[src/rtl/arbitro_datapath_pkg.sv]
// Shared definitions for the datapath arbiter:
// state encodings, default timeout, output bundle.
package arbitro_datapath_pkg;

  localparam logic [2:0] OCIOSO  = 3'd0;
  localparam logic [2:0] INICIA  = 3'd1;
  localparam logic [2:0] AGUARDA = 3'd2;
  localparam logic [2:0] CONCLUI = 3'd3;
  localparam logic [2:0] ERRO    = 3'd4;

  localparam int TIMEOUT_DEF = 16;

  typedef struct packed {
    logic inicio;
    logic gnt0;
    logic gnt1;
    logic done0;
    logic done1;
    logic erro;
    logic ocupado;
    logic sel_req;
  } saidas_t;

  // Lone requester wins; on a tie the one that did not go last wins.
  function automatic logic escolhe(
    input logic r0,
    input logic r1,
    input logic ult
  );
    return (r0 & r1) ? ~ult : r1;
  endfunction

endpackage

[src/rtl/arbitro_datapath_detector_borda.sv]
// Rising-edge detector on a registered copy of the input.
// The copy resets high so a level already present is not an edge.
module detector_borda (
  input  logic clk,
  input  logic rst,
  input  logic d,
  output logic borda
);

  logic d_q;
  logic d_d;

  always_comb begin
    d_d = d;
  end

  always_ff @(posedge clk) begin
    if (rst) begin
      d_q <= 1'b1;
    end else begin
      d_q <= d_d;
    end
  end

  assign borda = d & ~d_q;

endmodule

[src/rtl/arbitro_datapath.sv]
// Round-robin owner of the shared polynomial datapath:
// launch, wait for pronto, report done or timeout.
module arbitro_datapath
  import arbitro_datapath_pkg::*;
#(
  parameter int TIMEOUT_CYC = TIMEOUT_DEF,
  parameter int CNT_W       = 5
) (
  input  logic clk,
  input  logic rst,
  input  logic req0,
  input  logic req1,
  input  logic pronto,
  output logic inicio,
  output logic rst_dp,
  output logic sel_req,
  output logic gnt0,
  output logic gnt1,
  output logic done0,
  output logic done1,
  output logic erro,
  output logic ocupado
);

  localparam logic [CNT_W-1:0] CNT_MAX =
    CNT_W'(TIMEOUT_CYC - 1);

  logic [2:0]       estado_q, estado_d;
  logic             ult_q, ult_d;
  logic [CNT_W-1:0] cnt_q, cnt_d;
  saidas_t          out_q, out_d;
  logic             borda;
  logic             w;
  logic             ativo_d;
  logic             fim_d;

  detector_borda u_borda (
    .clk   (clk),
    .rst   (rst),
    .d     (pronto),
    .borda (borda)
  );

  always_comb begin
    estado_d = estado_q;
    ult_d    = ult_q;
    cnt_d    = cnt_q;
    w        = out_q.sel_req;
    unique case (estado_q)
      OCIOSO: begin
        if (req0 | req1) begin
          w        = escolhe(req0, req1, ult_q);
          estado_d = INICIA;
        end
      end
      INICIA: begin
        cnt_d    = '0;
        estado_d = AGUARDA;
      end
      AGUARDA: begin
        cnt_d = cnt_q + 1'b1;
        // A completion edge beats a simultaneous timeout.
        if (borda) begin
          estado_d = CONCLUI;
        end else if (cnt_q == CNT_MAX) begin
          estado_d = ERRO;
        end
      end
      CONCLUI, ERRO: begin
        ult_d    = out_q.sel_req;
        estado_d = OCIOSO;
      end
      default: begin
        estado_d = OCIOSO;
      end
    endcase
  end

  always_comb begin
    ativo_d       = (estado_d != OCIOSO);
    fim_d         = (estado_d == CONCLUI) ||
                    (estado_d == ERRO);
    out_d         = '0;
    out_d.inicio  = (estado_d == INICIA);
    out_d.gnt0    = ativo_d & ~w;
    out_d.gnt1    = ativo_d & w;
    out_d.done0   = fim_d & ~w;
    out_d.done1   = fim_d & w;
    out_d.erro    = (estado_d == ERRO);
    out_d.ocupado = ativo_d;
    out_d.sel_req = w;
  end

  always_ff @(posedge clk) begin
    if (rst) begin
      estado_q <= OCIOSO;
      ult_q    <= 1'b1;
      cnt_q    <= '0;
      out_q    <= '0;
    end else begin
      estado_q <= estado_d;
      ult_q    <= ult_d;
      cnt_q    <= cnt_d;
      out_q    <= out_d;
    end
  end

  assign inicio  = out_q.inicio;
  assign gnt0    = out_q.gnt0;
  assign gnt1    = out_q.gnt1;
  assign done0   = out_q.done0;
  assign done1   = out_q.done1;
  assign erro    = out_q.erro;
  assign ocupado = out_q.ocupado;
  assign sel_req = out_q.sel_req;
  assign rst_dp  = rst | (estado_q == ERRO);

endmodule

[config.mk]
export PLATFORM = sky130hd
export DESIGN_NAME = arbitro_datapath
export DESIGN_NICKNAME = d
export VERILOG_FILES = /design/src/rtl/arbitro_datapath_pkg.sv /design/src/rtl/arbitro_datapath_detector_borda.sv /design/src/rtl/arbitro_datapath.sv
export SDC_FILE = /design/constraint.sdc
export NUM_CORES = 1
export LEC_CHECK = 0
export BUFFER_PORTS_ARGS = -buffer_cell sky130_fd_sc_hd__buf_2
export CORE_MARGIN = 2
export CORE_UTILIZATION = 55
export CTS_BUF_LIST = sky130_fd_sc_hd__clkbuf_4
export CTS_CLUSTER_DIAMETER = 50
export DETAILED_ROUTE_END_ITERATION = 10
export PLACE_DENSITY = 0.78
export SLEW_MARGIN = 10
export SYNTH_ARGS = -nofsm -noshare
export SYNTH_HDL_FRONTEND = slang
export SYNTH_SLANG_ARGS = --single-unit
[constraint.sdc]
create_clock -name clk -period 2.65 [get_ports clk]
set_input_delay 0.53 -clock clk [delete_from_list [all_inputs] [get_ports clk]]
set_output_delay 0.53 -clock clk [all_outputs]
set_load 0.05 [all_outputs]
Word level (Yosys, flattened, before mapping)
Cells that the tools add are included.
- output and inout port bits: 9
- bits in registers: 18
- logic and storage cells: 45
- reductions and logical operators: 5
- equal/unequal tests: 8
- bitwise logic cells: 11
- multiplexer cells: 8
- add/subtract/negate cells: 1
- operators by type and width (cell ; count):
    $pmux 5 s2 ; 1
    $eq 3x2->1 const B ; 3
    $mux 3 ; 3
    $pmux 3 s3 ; 1
    $and 1x1->1 ; 6
    $eq 3x1->1 const B ; 2
    $eq 3x3->1 const B ; 2
    $add 5x1->5 const B ; 1
    $eq 5x4->1 const B ; 1
    $logic_not 3->1 ; 1
    $mux 1 ; 3
    $not 1->1 ; 3
    $reduce_bool 3->1 ; 1
    $or 1x1->1 ; 2
    $reduce_bool 2->1 ; 1
    $reduce_or 2->1 ; 1
    $logic_or 1x1->1 ; 1

Logic depth before layout (Yosys ltp)
- word-level depth: 7
- gate-level depth with buffers: 6
- mapped depth without buffers: 6

Cells and area by module
A second synthesis with hierarchy kept.
- cell total of the unflattened synthesis: 91
- area total of the unflattened synthesis: 840.8 µm²
- modules (own cells, without submodules) (module ; sequential area each (µm²) ; area an instance (µm²) ; times used ; cells an instance):
    arbitro_datapath ; 340.3 ; 808.3 ; 1 ; 88
    detector_borda ; 20.0 ; 32.5 ; 1 ; 3

Worst setup path after synthesis
OpenSTA, ideal clock, no wires.
- path kind: reg2out
- from: reg estado_q[0]
- to: out rst_dp
- required time: 2.120 ns
- path buffers: 2
- arrival: 1.117 ns
- cell stages (with the launch flop): 6
- path slack: 1.003 ns
- cells stage by stage: dfxtp_1 buf_6 buf_4 nor2_1 nand2_1 nand2_1
- cells in the longest elaborated chain, start to end: 2
- ends and longest elaborated chain (item ; RTL line ; RTL):
    start, declared ; arbitro_datapath.sv:28 ; logic [2:0] estado_q, estado_d;
    start signal, assigned ; arbitro_datapath.sv:101 ; estado_q <= estado_d;
    $eq 3x3->1 ; arbitro_datapath.sv:116 ; assign rst_dp = rst | (estado_q == ERRO);
    $or 1x1->1 ; arbitro_datapath.sv:116 ;
    end, declared ; arbitro_datapath.sv:15 ; output logic rst_dp,
Every way passes these cells.

Final worst setup path
- from: reg estado_q[1]
- to: out rst_dp
Same word-level chain as after synthesis.

==> flow_metrics.py <==
metrics = {
    "clock_network": {
        "cts_tree": "yes",
        "cts.clk_slew.worst_paths_ns": 0.10,
        "cts_root_buffer": "clkbuf_4",
        "postCtsSetupRepairBufs": 0,
        "clock_latency_ns": 0.28,
        "holdBufCountCts": 0,
        "cts_made_buffers": 3,
        "cts.sinks": 18,
        "cts_buffer_depth": 2,
        "htreeDepth": 1,
        "cts_resized": 0,
    },
    "setup_path": {
        "path_class": "flip-flop to output port",
        "cp_max_fo": 22,
        "cp-start-kind": "flip-flop",
        "required_ns": 2.12,
        "cp.arrival_ns": 1.53,
        "r2r_cells": 5,
        "crit_path_end_kind": "output port",
    },
    "floorplanning": {
        "core_area_um2": 1490,
        "dieHeight_um": 43.7,
        "die_area_um2": 1910,
        "ios": 14,
        "fp.dieW_um": 43.7,
        "floorplan.initialDensity_pct": 58.2,
        "rows": 14,
    },
    "power": {
        "powerDensity_nw_per_um2": 587,
        "p_leak_nw": 0.379,
        "ir_drop_uv": 592,
    },
    "timing": {
        "hold_viol": 0,
        "rsz0062_at_grt": "false",
        "maxSlewHeadroom_pct": 57.8,
        "fmax_mhz": 486,
        "timing.final.crit_period_ns": 2.06,
        "maxSlewViolCount": 0,
        "clock_skew_ns": 0.00501,
        "layout_setup_ws_ns": 0.592,
        "finalCritPeriodShare_pct": 77.6,
        "fin_tns_setup_ns": 0,
        "setup-violations-final": 0,
        "tightest_slew_ns": 0.632,
    },
    "global_route": {
        "grt_pass1_wl_mm": 2.66,
        "track_usage_pct": 18.2,
        "grt_max_degree": 23,
        "antenna_found_initial": 0,
        "grt_overflow_total": 0,
        "grtUsageMet3_pct": 2.50,
        "grt_pass1_vias": 617,
        "gr-usage-met1_pct": 26.7,
        "grt_util_met2_pct": 27.9,
        "busiest_layer": "met2",
    },
    "route": {
        "drtIter0Drc": 10,
        "ant_nets": 0,
        "wirelength_mm": 1.62,
        "wl_per_cell_um": 12.9,
        "first_pass_iters": 4,
        "via_per_inst": 5.65,
        "vias": 706,
        "drc_errors": 0,
    },
    "final_layout": {
        "multi_input_area_um2": 443,
        "seq_area_um2": 360,
        "nNetsFinal": 117,
        "area_growth_pct": 7.22,
        "antennaDiodeCount": 0,
        "drive_above_1_share_pct": 22.0,
        "nFillCells": 121,
        "fin_area_um2": 930,
    },
    "placement": {
        "port_buffers": 13,
        "pre_cts_slack_ns": 0.881,
        "hpwl_mm": 1.14,
        "dpl-instance-area_um2": 903,
        "routabilityCongestion": 0.794,
    },
    "min_path": {
        "min_path_cells": 2,
        "hold_class": "input port to flip-flop",
    },
    "yosys": {
        "syn_inst": 98,
        "avgSynthCellArea_um2": 8.85,
        "synthDominantCellAreaShare_pct": 41.6,
        "ys_ff_latch": 18,
        "yosysSeqAreaShare_pct": 41.6,
        "synth_fp_nets": 105,
        "synth_top_cell_by_area": "dfxtp_1",
        "yosys-top-cells-area": "dfxtp_1, a21oi_1, nand2_1",
        "yosys_warnings": 0,
        "synth_cell_types": 37,
        "synth_area_um2": 867,
    },
    "status": {
        "status": "finished, final reports clean",
    },
    "flow_run": {
        "cap_violations": 0,
    },
}
## worst paths after layout
path | start | endpoint | slack, ns
hold reg to reg | cnt_q[4] | cnt_q[4] | 0.48
hold / removal | pronto | u_borda.d_q | 0.46
setup / recovery | estado_q[1] | rst_dp | 0.59
setup reg to reg | cnt_q[0] | estado_q[1] | 1.11
## placed cells by master (no fill, tap or decap), types with 3 or more instances in the layout
| cell | n |
|---|---|
| a21oi_1 | 9 |
| buf_2 | 13 |
| clkbuf_4 | 3 |
| dfxtp_1 | 18 |
| inv_1 | 4 |
| nand2_1 | 10 |
| nand3_1 | 3 |
| nor2_1 | 5 |
| nor2b_1 | 3 |
| nor3_1 | 3 |
| o21ai_0 | 4 |
## worst max-delay path: stages, from the launching register on
cell,delay (ns)
dfxtp_1,0.74
nor2_1,0.14
nand2_1,0.10
nand2_1,0.05
buf_2,0.21
## cells in the mapped netlist, drive strengths merged
cell / instances
nand3b: 1
nor2: 5
nor3: 3
nor4b: 1
nand3: 3
nand2b: 2
a211oi: 1
nor2b: 3
a21o: 2
and3b: 1
nor4: 1
a21boi: 1
nand2: 10
and3: 2
or3b: 1
a2111oi: 1
or3: 1
o32ai: 1
a21oi: 10
ha: 2
dfxtp: 18
xnor2: 1
o21bai: 2
and2: 1
o2111ai: 1
o21ai: 6
inv: 4
o211ai: 1
or2: 2
buf: 5
clkbuf: 1
nor3b: 2
a211o: 2
## per-layer routing
metal	vias up	part of all wire (%)
met1	326	50
met4	0	1.2
met3	2	2.5
met2	12	46
li1	366	-
met5	-	0
## metrics by stage
stage	utilization (%)	hold WS (ns)	power [mW]	cells
finish	62.4	0.457	0.546	125
global route	62.4	0.466	0.568	125
CTS	62.4	0.454	0.548	125
detailed placement	60.7	0.462	0.413	121
global placement	60.7	0.458	0.410	121
floorplan	-	0.445	0.399	98
## power breakdown
part	leakage (nW)	internal, mW	switching, mW
logic	0.216	0.0370	0.0638
clock network	0.0154	0.0546	0.0844
registers	0.147	0.285	0.0212
## area by class of cell
class                   instances  share of cell area (%)
clock inverters                 1                   0.404
well taps                      16                    2.15
multi-input cells              70                    47.6
clock buffers                   3                    2.42
flip-flops and latches         18                    38.8
inverters                       4                    1.62
repair buffers                 13                    7.00
## registers in the layout (all words and copies together), names as in the netlist
| name | cells |
|---|---|
| cnt_q | 5 |
| done0 | 1 |
| done1 | 1 |
| erro | 1 |
| estado_q | 3 |
| gnt0 | 1 |
| gnt1 | 1 |
| inicio | 1 |
| ocupado | 1 |
| sel_req | 1 |
| u_borda.d_q | 1 |
| ult_q | 1 |
## cells by family after synthesis
logic type / after synthesis / synth area share (%)
buffers and inverters: 10 / 7.36
xor gates and xnor gates: 1 / 1.01
adders and majority gates: 2 / 2.89
AOI/OAI and AO/OA: 28 / 22.4
DFF: 18 / 41.6
and+or+nand+nor: 39 / 24.8
Note: power is estimated with default switching activity, not from simulation.
